## config.mk

```make
export PLATFORM = sky130hd
export DESIGN_NAME = seg7_scan_driver
export DESIGN_NICKNAME = d
export VERILOG_FILES = /design/src/rtl/seg7_scan_driver.sv
export SDC_FILE = /design/constraint.sdc
export NUM_CORES = 1
export LEC_CHECK = 0
export ABC_AREA = 1
export CAP_MARGIN = 15
export CORE_MARGIN = 3
export CORE_UTILIZATION = 56
export CTS_BUF_LIST = sky130_fd_sc_hd__clkbuf_4
export DETAILED_ROUTE_END_ITERATION = 7
export GPL_TIMING_DRIVEN = 0
export PLACE_DENSITY = 0.8
export SLEW_MARGIN = 20
export SYNTH_ARGS = -nofsm -noshare
export SYNTH_HDL_FRONTEND = slang
export SYNTH_SLANG_ARGS = --single-unit
```

## constraint.sdc

```tcl
create_clock -name clk -period 3.12 [get_ports clk]
set_input_delay 0.78 -clock clk [delete_from_list [all_inputs] [get_ports clk]]
set_output_delay 0.78 -clock clk [all_outputs]
set_load 0.05 [all_outputs]
```

## src/rtl/seg7_scan_driver.sv

```systemverilog
// Round-robin scanner for a common-anode 7-segment display: shadow latch, per-slot blanking gap, hex decode.
// Optional build macro LEADING_ZERO_BLANK_EN blanks leading zero digits above digit 0.
module seg7_scan_driver #(
  parameter int NUM_DIGITS     = 4,
  parameter int SCAN_DIV       = 50000,
  parameter int BLANK_CYC      = 500,
  parameter int DIG_ACTIVE_LOW = 1
) (
  input  logic                    clk,
  input  logic                    rst,
  input  logic [4*NUM_DIGITS-1:0] iDATA,
  input  logic [NUM_DIGITS-1:0]   iDP,
  input  logic                    iLOAD,
  output logic [7:0]              oSEG,
  output logic [NUM_DIGITS-1:0]   oDIG
);

  localparam int CW = $clog2(SCAN_DIV);
  localparam int IW = (NUM_DIGITS > 1) ? $clog2(NUM_DIGITS) : 1;
  localparam logic [CW-1:0] CNT_MAX   = CW'(SCAN_DIV - 1);
  localparam logic [CW-1:0] BLANK_END = CW'(BLANK_CYC);
  localparam logic [IW-1:0] IDX_MAX   = IW'(NUM_DIGITS - 1);
  localparam logic [NUM_DIGITS-1:0] DIG_ONE = NUM_DIGITS'(1);
  localparam logic [NUM_DIGITS-1:0] DIG_OFF =
    (DIG_ACTIVE_LOW != 0) ? {NUM_DIGITS{1'b1}} : {NUM_DIGITS{1'b0}};
`ifdef LEADING_ZERO_BLANK_EN
  localparam logic LZ_EN = 1'b1;
`else
  localparam logic LZ_EN = 1'b0;
`endif

  typedef enum logic [0:0] {ST_BLANK = 1'b0, ST_SHOW = 1'b1} state_t;

  function automatic logic [6:0] seg_decode(input logic [3:0] nib);
    logic [6:0] seg;
    case (nib)
      4'h0:    seg = 7'b0000001;
      4'h1:    seg = 7'b1001111;
      4'h2:    seg = 7'b0010010;
      4'h3:    seg = 7'b0000110;
      4'h4:    seg = 7'b1001100;
      4'h5:    seg = 7'b0100100;
      4'h6:    seg = 7'b0100000;
      4'h7:    seg = 7'b0001111;
      4'h8:    seg = 7'b0000000;
      4'h9:    seg = 7'b0000100;
      4'hA:    seg = 7'b0001000;
      4'hB:    seg = 7'b1100000;
      4'hC:    seg = 7'b0110001;
      4'hD:    seg = 7'b1000010;
      4'hE:    seg = 7'b0110000;
      4'hF:    seg = 7'b0111000;
      default: seg = 7'b1111111;
    endcase
    return seg;
  endfunction

  logic [4*NUM_DIGITS-1:0] shadow_data_r;
  logic [NUM_DIGITS-1:0]   shadow_dp_r;
  logic [CW-1:0]           cnt_r, cnt_nxt_s;
  logic [IW-1:0]           idx_r, idx_nxt_s;
  state_t                  state_r, state_nxt_s;
  logic [3:0]              slot_nib_r, cur_nib_s;
  logic                    slot_dp_r, cur_dp_s;
  logic                    slot_blank_r, cur_blank_s, hi_nz_s;
  logic [NUM_DIGITS-1:0]   dig_on_s, hi_mask_s, dig_nxt_s;
  logic [6:0]              seg_bits_s;
  logic [7:0]              seg_nxt_s;

  // Shadow registers: only an iLOAD strobe changes the word being displayed.
  always_ff @(posedge clk or negedge rst) begin
    if (!rst) begin
      shadow_data_r <= {4*NUM_DIGITS{1'b0}};
      shadow_dp_r   <= {NUM_DIGITS{1'b0}};
    end else if (iLOAD) begin
      shadow_data_r <= iDATA;
      shadow_dp_r   <= iDP;
    end
  end

  // Slot counter and digit index advance.
  always_comb begin
    cnt_nxt_s = cnt_r + CW'(1);
    idx_nxt_s = idx_r;
    if (cnt_r == CNT_MAX) begin
      cnt_nxt_s = {CW{1'b0}};
      if (idx_r == IDX_MAX) begin
        idx_nxt_s = {IW{1'b0}};
      end else begin
        idx_nxt_s = idx_r + IW'(1);
      end
    end else begin
      idx_nxt_s = idx_r;
    end
  end

  // Current digit selection from the shadow, plus the leading-zero test (digits at/above idx all zero).
  always_comb begin
    dig_on_s  = DIG_ONE << idx_r;
    hi_mask_s = {NUM_DIGITS{1'b1}} << idx_r;
    cur_nib_s = 4'h0;
    hi_nz_s   = 1'b0;
    cur_dp_s  = |(shadow_dp_r & dig_on_s);
    for (int k = 0; k < NUM_DIGITS; k++) begin
      cur_nib_s = cur_nib_s | (shadow_data_r[4*k +: 4] & {4{dig_on_s[k]}});
      hi_nz_s   = hi_nz_s | ((|shadow_data_r[4*k +: 4]) & hi_mask_s[k]);
    end
    cur_blank_s = LZ_EN & (idx_r != {IW{1'b0}}) & ~hi_nz_s;
  end

  // Scan state: counter, index, FSM state, and the per-slot latch that prevents tearing.
  always_ff @(posedge clk or negedge rst) begin
    if (!rst) begin
      cnt_r        <= {CW{1'b0}};
      idx_r        <= {IW{1'b0}};
      state_r      <= ST_BLANK;
      slot_nib_r   <= 4'h0;
      slot_dp_r    <= 1'b0;
      slot_blank_r <= 1'b0;
    end else begin
      cnt_r   <= cnt_nxt_s;
      idx_r   <= idx_nxt_s;
      state_r <= state_nxt_s;
      if (cnt_r == {CW{1'b0}}) begin
        slot_nib_r   <= cur_nib_s;
        slot_dp_r    <= cur_dp_s;
        slot_blank_r <= cur_blank_s;
      end
    end
  end

  // FSM next state and next output values.
  always_comb begin
    state_nxt_s = state_r;
    seg_nxt_s   = 8'hFF;
    dig_nxt_s   = DIG_OFF;
    seg_bits_s  = slot_blank_r ? 7'h7F : seg_decode(slot_nib_r);
    case (state_r)
      ST_BLANK: begin
        if (cnt_nxt_s >= BLANK_END) begin
          state_nxt_s = ST_SHOW;
        end else begin
          state_nxt_s = ST_BLANK;
        end
      end
      ST_SHOW: begin
        seg_nxt_s = {seg_bits_s, ~slot_dp_r};
        dig_nxt_s = DIG_OFF ^ dig_on_s;
        if (cnt_nxt_s < BLANK_END) begin
          state_nxt_s = ST_BLANK;
        end else begin
          state_nxt_s = ST_SHOW;
        end
      end
      default: begin
        state_nxt_s = ST_BLANK;
      end
    endcase
  end

  // Registered pin drivers.
  always_ff @(posedge clk or negedge rst) begin
    if (!rst) begin
      oSEG <= 8'hFF;
      oDIG <= DIG_OFF;
    end else begin
      oSEG <= seg_nxt_s;
      oDIG <= dig_nxt_s;
    end
  end

endmodule

```

==> results of run 1 <==
==> cells in the mapped netlist <==
library cell	count	share of area (%)
o21bai_1	3	0.78
nand3_1	19	3.3
nand2_1	82	11
nor2_4	2	0.78
dfstp_2	12	11
buf_4	1	0.26
a221oi_1	5	1.5
nand3_2	1	0.35
o311ai_0	2	0.61
nand3_4	1	0.61
ha_1	12	5.2
dfrtp_1	44	38
mux2_2	19	7.4
nand2_4	2	0.78
nand4_1	8	1.7
o2111ai_1	1	0.30
nor2_2	3	0.65
nor2_8	1	0.69
nor2_1	31	4.0
o21ai_1	1	0.17
o211ai_1	4	1.0
clkbuf_1	4	0.52
nor3_1	1	0.17
o21ai_2	1	0.30
nand2_2	1	0.22
nor4_1	2	0.43
clkinv_1	1	0.13
buf_2	1	0.17
inv_1	42	5.5
nand3b_1	1	0.26
o21ai_0	8	1.4
a21oi_1	5	0.87
==> worst register-to-register path: cells and delay by family, from the launching register on <==
| kind | cells | cell delay (ps) |
|---|---|---|
| compound gates | 1 | 250 |
| fa+ha+maj | 1 | 210 |
| flops | 1 | 430 |
| buf+inv | 1 | 190 |
| simple gates | 3 | 610 |
==> flip-flops by register name, indices dropped and copies added, names as in the netlist <==
| signal | flops |
|---|---|
| slot_nib_r | 4 |
| state_r | 1 |
| oDIG | 4 |
| shadow_data_r | 16 |
| slot_dp_r | 1 |
| oSEG | 8 |
| cnt_r | 16 |
| idx_r | 2 |
| shadow_dp_r | 4 |
==> power by group <==
group          switching [mW]  leakage [nW]  internal, mW
clock network           0.223        0.0249        0.0854
logic                  0.0501         0.893        0.0588
registers              0.0158         0.676         0.756
==> worst paths after layout <==
check | cells past startpoint | endpoint | slack, ps | from
max in group asynchronous | 1 | cnt_r[11] | 2250 | rst
max | 1 | oDIG[2] | 610 | oDIG[2]
min reg2reg | 1 | oSEG[0] | 420 | slot_dp_r
min in group clk | 1 | oSEG[0] | 420 | slot_dp_r
max reg2reg | 6 | slot_nib_r[0] | 1350 | cnt_r[0]
min | 1 | cnt_r[3] | 420 | rst
==> per-layer routing <==
layer | vias up | GRT usage, % | wire, um
met5 | - | 0 | 0
met4 | 0 | 8.54 | 82
met3 | 11 | 4.29 | 362
met2 | 70 | 33.7 | 2770
met1 | 1056 | 27.1 | 2520
li1 | 1121 | - | -
==> logic make-up after synthesis <==
family,Yosys count,share of synthesized area (%)
compound gates,30,6.99
simple gates,155,24.7
flops,56,49.1
buf+inv,49,6.55
mux,19,7.42
fa+ha+maj,12,5.21
==> cell type report <==
type / instances / area (sq um)
clock inverters: 3 / 18.8
well taps: 67 / 83.8
multi-input cells: 216 / 1280
clock buffers: 5 / 37.5
plain buffers: 6 / 27.5
repair buffers: 34 / 338
flip-flops and latches: 56 / 1420
inverters: 43 / 161
fillers: 394 / 1490
==> metrics by stage <==
step	setup WS [ps]	power, mW	util (%)	hold WS, ps
2_1_floorplan	1530	0.837	-	376
3_5_place_dp	813	0.895	68.2	398
5_1_grt	549	1.25	69.3	429
4_1_cts	591	1.20	69.3	420
3_3_place_gp	-371	0.890	68.2	395
6_report	614	1.19	69.3	416
==> impl_results.md, run 1 <==
* CP top delay family: buffers and inverters
* Critical path arrival at between 1500 and 2000 ps
* Final Cell Area at roughly 3400 sq um
* RSZ-0062 raised after global routing: no
* Buf+Inv Stages, Crit Path at 1
* Post-Route WL at between 5000 and 6000 um
* Largest net degree at the start of global routing at 57
* Detailed-router iteration count before antenna repair at 4
* Post-layout min period at 2510 ps
* Syn Nets at about 360
* CP startpoint kind: register
* Min-Delay Path Class: input port to async pin
* FP Rows at 25
* Number of I/O pins at 35
* Ant. Diodes at 0
* Slew Limit Headroom at between 50% and 60%
* Routability cong. at around 0.89
* Post-route insts no fill at 430
* Maximum vdd ir drop at 0.000307 V
* Vias in the first global route at roughly 2300
* Placed insts at approximately 420
* Core Region at 4850 sq um
* Die footprint at around 6000 sq um
* Share of post-route cells with drive strength above 1 at between 10% and 20%
* CTS tree: built
* Count of unique library cells instantiated by Yosys at 32
* Post-synthesis average cell area at 8.98 sq um
* Nets@finish at around 400
* Post-Syn Instances at between 300 and 400
* Critical Path Max Stage Delay at 800 ps
* Final Hold Fails at 0
* DR DRC count at 0
* Vias at between 2000 and 2500
* Leakage power total at 1.59 nW
* # resized after CTS at 0
* Detail Route Antenna Nets at 0
* Max Clock Skew at between 10 and 15 ps
* Peak fanout along the critical path at 1
* Number of DRC markers in iteration 0 at around 160
* WL per Instance at approximately 13 um
* Clk slew on worst S/H paths at approximately 150 ps
* Sequential element share of the synthesized area at 49.1%
* Initial antenna violation count at 0
* Syn Std Cell Area at slightly below 3000 sq um
* Yosys reg bits at 56
* Crit. End Element: primary output
* Post-route setup TNS at 0 ps
* Pwr dens at 354 nW/um^2
* Final setup vio count at 0
* Insertion delay to the later sink of the worst-skew pair at ~380 ps
* Achievable Freq at between 0.3 and 0.4 GHz
* CTS Sinks at 56
* Number of post-CTS setup repair buffers at 0
* Area post-placement at roughly 3300 sq um
* Required time worst endpoint at 2340 ps
* Crit path cell chain: clkdlybuf4s50_1
* Critical path class: register to primary output
* First-pass GRT wire length at 10000 um
* Syn. warnings at 0
* Actual slew at the worst max-slew pin at a little under 700 ps
* Root buf cell: clkbuf_4
* Die Wd at about 78 um
* Clock Tree Buf Depth at 2
* CTS Hold Bufs at 0
* GR Util All Layers at 20.8%
* H-tree Lvls at 2
* Slew Limit Fails at 0
* Chip Height at around 80 um
* Initial Util at around 59%
* Post-detail-place hpwl at about 4300 um
* Port Buffers at 34
* Grt ovf at 0
* Commonest non-fill, non-tap cell in the layout: nand2_1
* Most frequent cells in the layout: nand2_1 (82), dfrtp_1 (44), inv_1 (42)
* Final Cycle Share at around four fifths
* Slowest CP cell: clkdlybuf4s50_1
* Layout area overhead at 16.6%
* Outcome: completed
* Cts bufs inserted at 5
* Max cap viols at 0
* Vias/cell at 5.25
Power figures use the tool's default switching activity.
==> run 2: changes to the inputs <==
--- a/config.mk
+++ b/config.mk
@@ -8,11 +8,11 @@
 export ABC_AREA = 1
 export CAP_MARGIN = 15
 export CORE_MARGIN = 3
-export CORE_UTILIZATION = 56
+export CORE_UTILIZATION = 52
 export CTS_BUF_LIST = sky130_fd_sc_hd__clkbuf_4
 export DETAILED_ROUTE_END_ITERATION = 7
 export GPL_TIMING_DRIVEN = 0
-export PLACE_DENSITY = 0.8
+export PLACE_DENSITY = 0.78
 export SLEW_MARGIN = 20
 export SYNTH_ARGS = -nofsm -noshare
 export SYNTH_HDL_FRONTEND = slang
==> constraint.sdc (replaced) <==
create_clock -name clk -period 2.2 [get_ports clk]
set_input_delay 0.55 -clock clk [delete_from_list [all_inputs] [get_ports clk]]
set_output_delay 0.55 -clock clk [all_outputs]
set_load 0.05 [all_outputs]
==> run 2 against run 1 <==
  * Worst setup slack worse by 430 ps
  * Worst hold slack worse by 240 ps
  * Sequential cell count stayed put
  * Highest routed layer unchanged
==> impl_results.md, run 2 (synthesis results as in run 1) <==
* WL per Instance at ~13 um
* Initial antenna violation count at 0
* Max Clock Skew at between 15 and 20 ps
* Detailed-router iteration count before antenna repair at 4
* Critical path arrival at roughly 1500 ps
* Final Cell Area at between 3000 and 4000 sq um
* Required time worst endpoint at between 1500 and 2000 ps
* Die Wd at 80.5 um
* Min-Delay Path Class: input port to async pin
* Commonest non-fill, non-tap cell in the layout: nand2_1
* FP Rows at 26
* Critical path class: register to primary output
* CTS Sinks at 56
* Number of I/O pins at 35
* Post-route insts no fill at 433
* Slew Limit Headroom at between 50% and 60%
* Initial Util at between 50% and 60%
* Worst setup margin at 184 ps
* Vias/cell at slightly above 5
* Largest net degree at the start of global routing at 57
* Post-route setup TNS at 0 ps
* Cts bufs inserted at 5
* Outcome: completed
* Ant. Diodes at 0
* Slowest CP cell: dfstp_2
* Peak fanout along the critical path at 1
* Post-Route WL at roughly 5500 um
* Number of post-CTS setup repair buffers at 0
* Routability cong. at just under 0.9
* Detail Route Antenna Nets at 0
* Layout area overhead at 17.1%
* Max cap viols at 0
* Insertion delay to the later sink of the worst-skew pair at approximately 390 ps
* Grt ovf at 0
* Achievable Freq at just under 0.5 GHz
* CP top delay family: flip-flops
* RSZ-0062 raised after global routing: no
* Fin Hold WS at about 180 ps
* Slew Limit Fails at 0
* Chip Height at between 80 and 90 um
* Die footprint at about 6500 sq um
* Placed insts at between 400 and 500
* Area post-placement at around 3300 sq um
* Core Region at ~5200 sq um
* Buf+Inv Stages, Crit Path at 1
* First-pass GRT wire length at around 9900 um
* GR Util All Layers at between 10% and 20%
* Crit. End Element: primary output
* CP startpoint kind: register
* Critical Path Max Stage Delay at roughly 550 ps
* CTS tree: built
* Top flop regs: cnt_r x16, shadow_data_r x16, oSEG x8
* Maximum vdd ir drop at roughly 0.00044 V
* Final core occ at 64.5%
* Leakage power total at 1.59 nW
* H-tree Lvls at 2
* Clk slew on worst S/H paths at between 150 and 200 ps
* Clock Tree Buf Depth at 2
* Share of post-route cells with drive strength above 1 at 14.9%
* Final Cycle Share at between 90 and 100%
* Final Hold Fails at 0
* Most frequent cells in the layout: nand2_1 (82), dfrtp_1 (44), inv_1 (42)
* Vias at about 2200
* Pwr dens at between 500 and 600 nW/um^2
* Design Power at between 1.5 and 2 mW
* Final setup vio count at 0
* Post-layout min period at 2020 ps
* DR DRC count at 0
* Number of DRC markers in iteration 0 at 154
* Root buf cell: clkbuf_4
* Nets@finish at roughly 400
* Crit path cell chain: dlygate4sd2_1
* Place WS at 181 ps
* Actual slew at the worst max-slew pin at 681 ps
* Port Buffers at 34
* Vias in the first global route at between 2000 and 2500
* Post-detail-place hpwl at roughly 4000 um
==> run 2: cell types whose count changed in the layout (fill, tap and decap cells not counted) <==
cell             change
clkinvlp_4           -2
clkinv_1             -1
clkdlybuf4s50_1     -12
inv_8                +1
bufinv_16            +1
clkinv_2             +1
dlygate4sd2_1       +12
==> run 2: layout make-up <==
| type | count | area (sq um) |
|---|---|---|
| fillers | 449 | 1860 |
| flip-flops and latches | 56 | 1420 |
| multi-input cells | 216 | 1280 |
| repair buffers | 34 | 323 |
| inverters | 43 | 161 |
| well taps | 70 | 87.6 |
| clock inverters | 3 | 46.3 |
| clock buffers | 5 | 37.5 |
| plain buffers | 6 | 27.5 |
==> run 2: final timing paths <==
check	from	end	slack (ps)	cells past startpoint
min in group clk	slot_dp_r	oSEG[0]	430	1
max in group asynchronous	rst	cnt_r[11]	1570	1
max reg2reg	cnt_r[1]	state_r	490	8
min	rst	shadow_data_r[13]	180	1
min reg2reg	slot_dp_r	oSEG[0]	430	1
max	oDIG[2]	oDIG[2]	180	1
==> run 2: per-layer routing <==
layer	track usage (%)	wire length, um
met2	29.9	2460
met5	0	0
met1	28.3	2660
met3	3.81	288
met4	6.59	87
==> run 2: power breakdown <==
group	switching, mW	internal [mW]	total (mW)	leakage, nW
sequential	0.0233	1.07	1.10	0.676
combinational	0.0696	0.0831	0.153	0.867
clock	0.339	0.246	0.584	0.0471
==> run 2: repair_timing <==
item,in CTS,in global routing
setup endpoints to repair,12,0
resized for setup,12,0
endpoints found under the hold margin,0,0
hold buffers,0,0
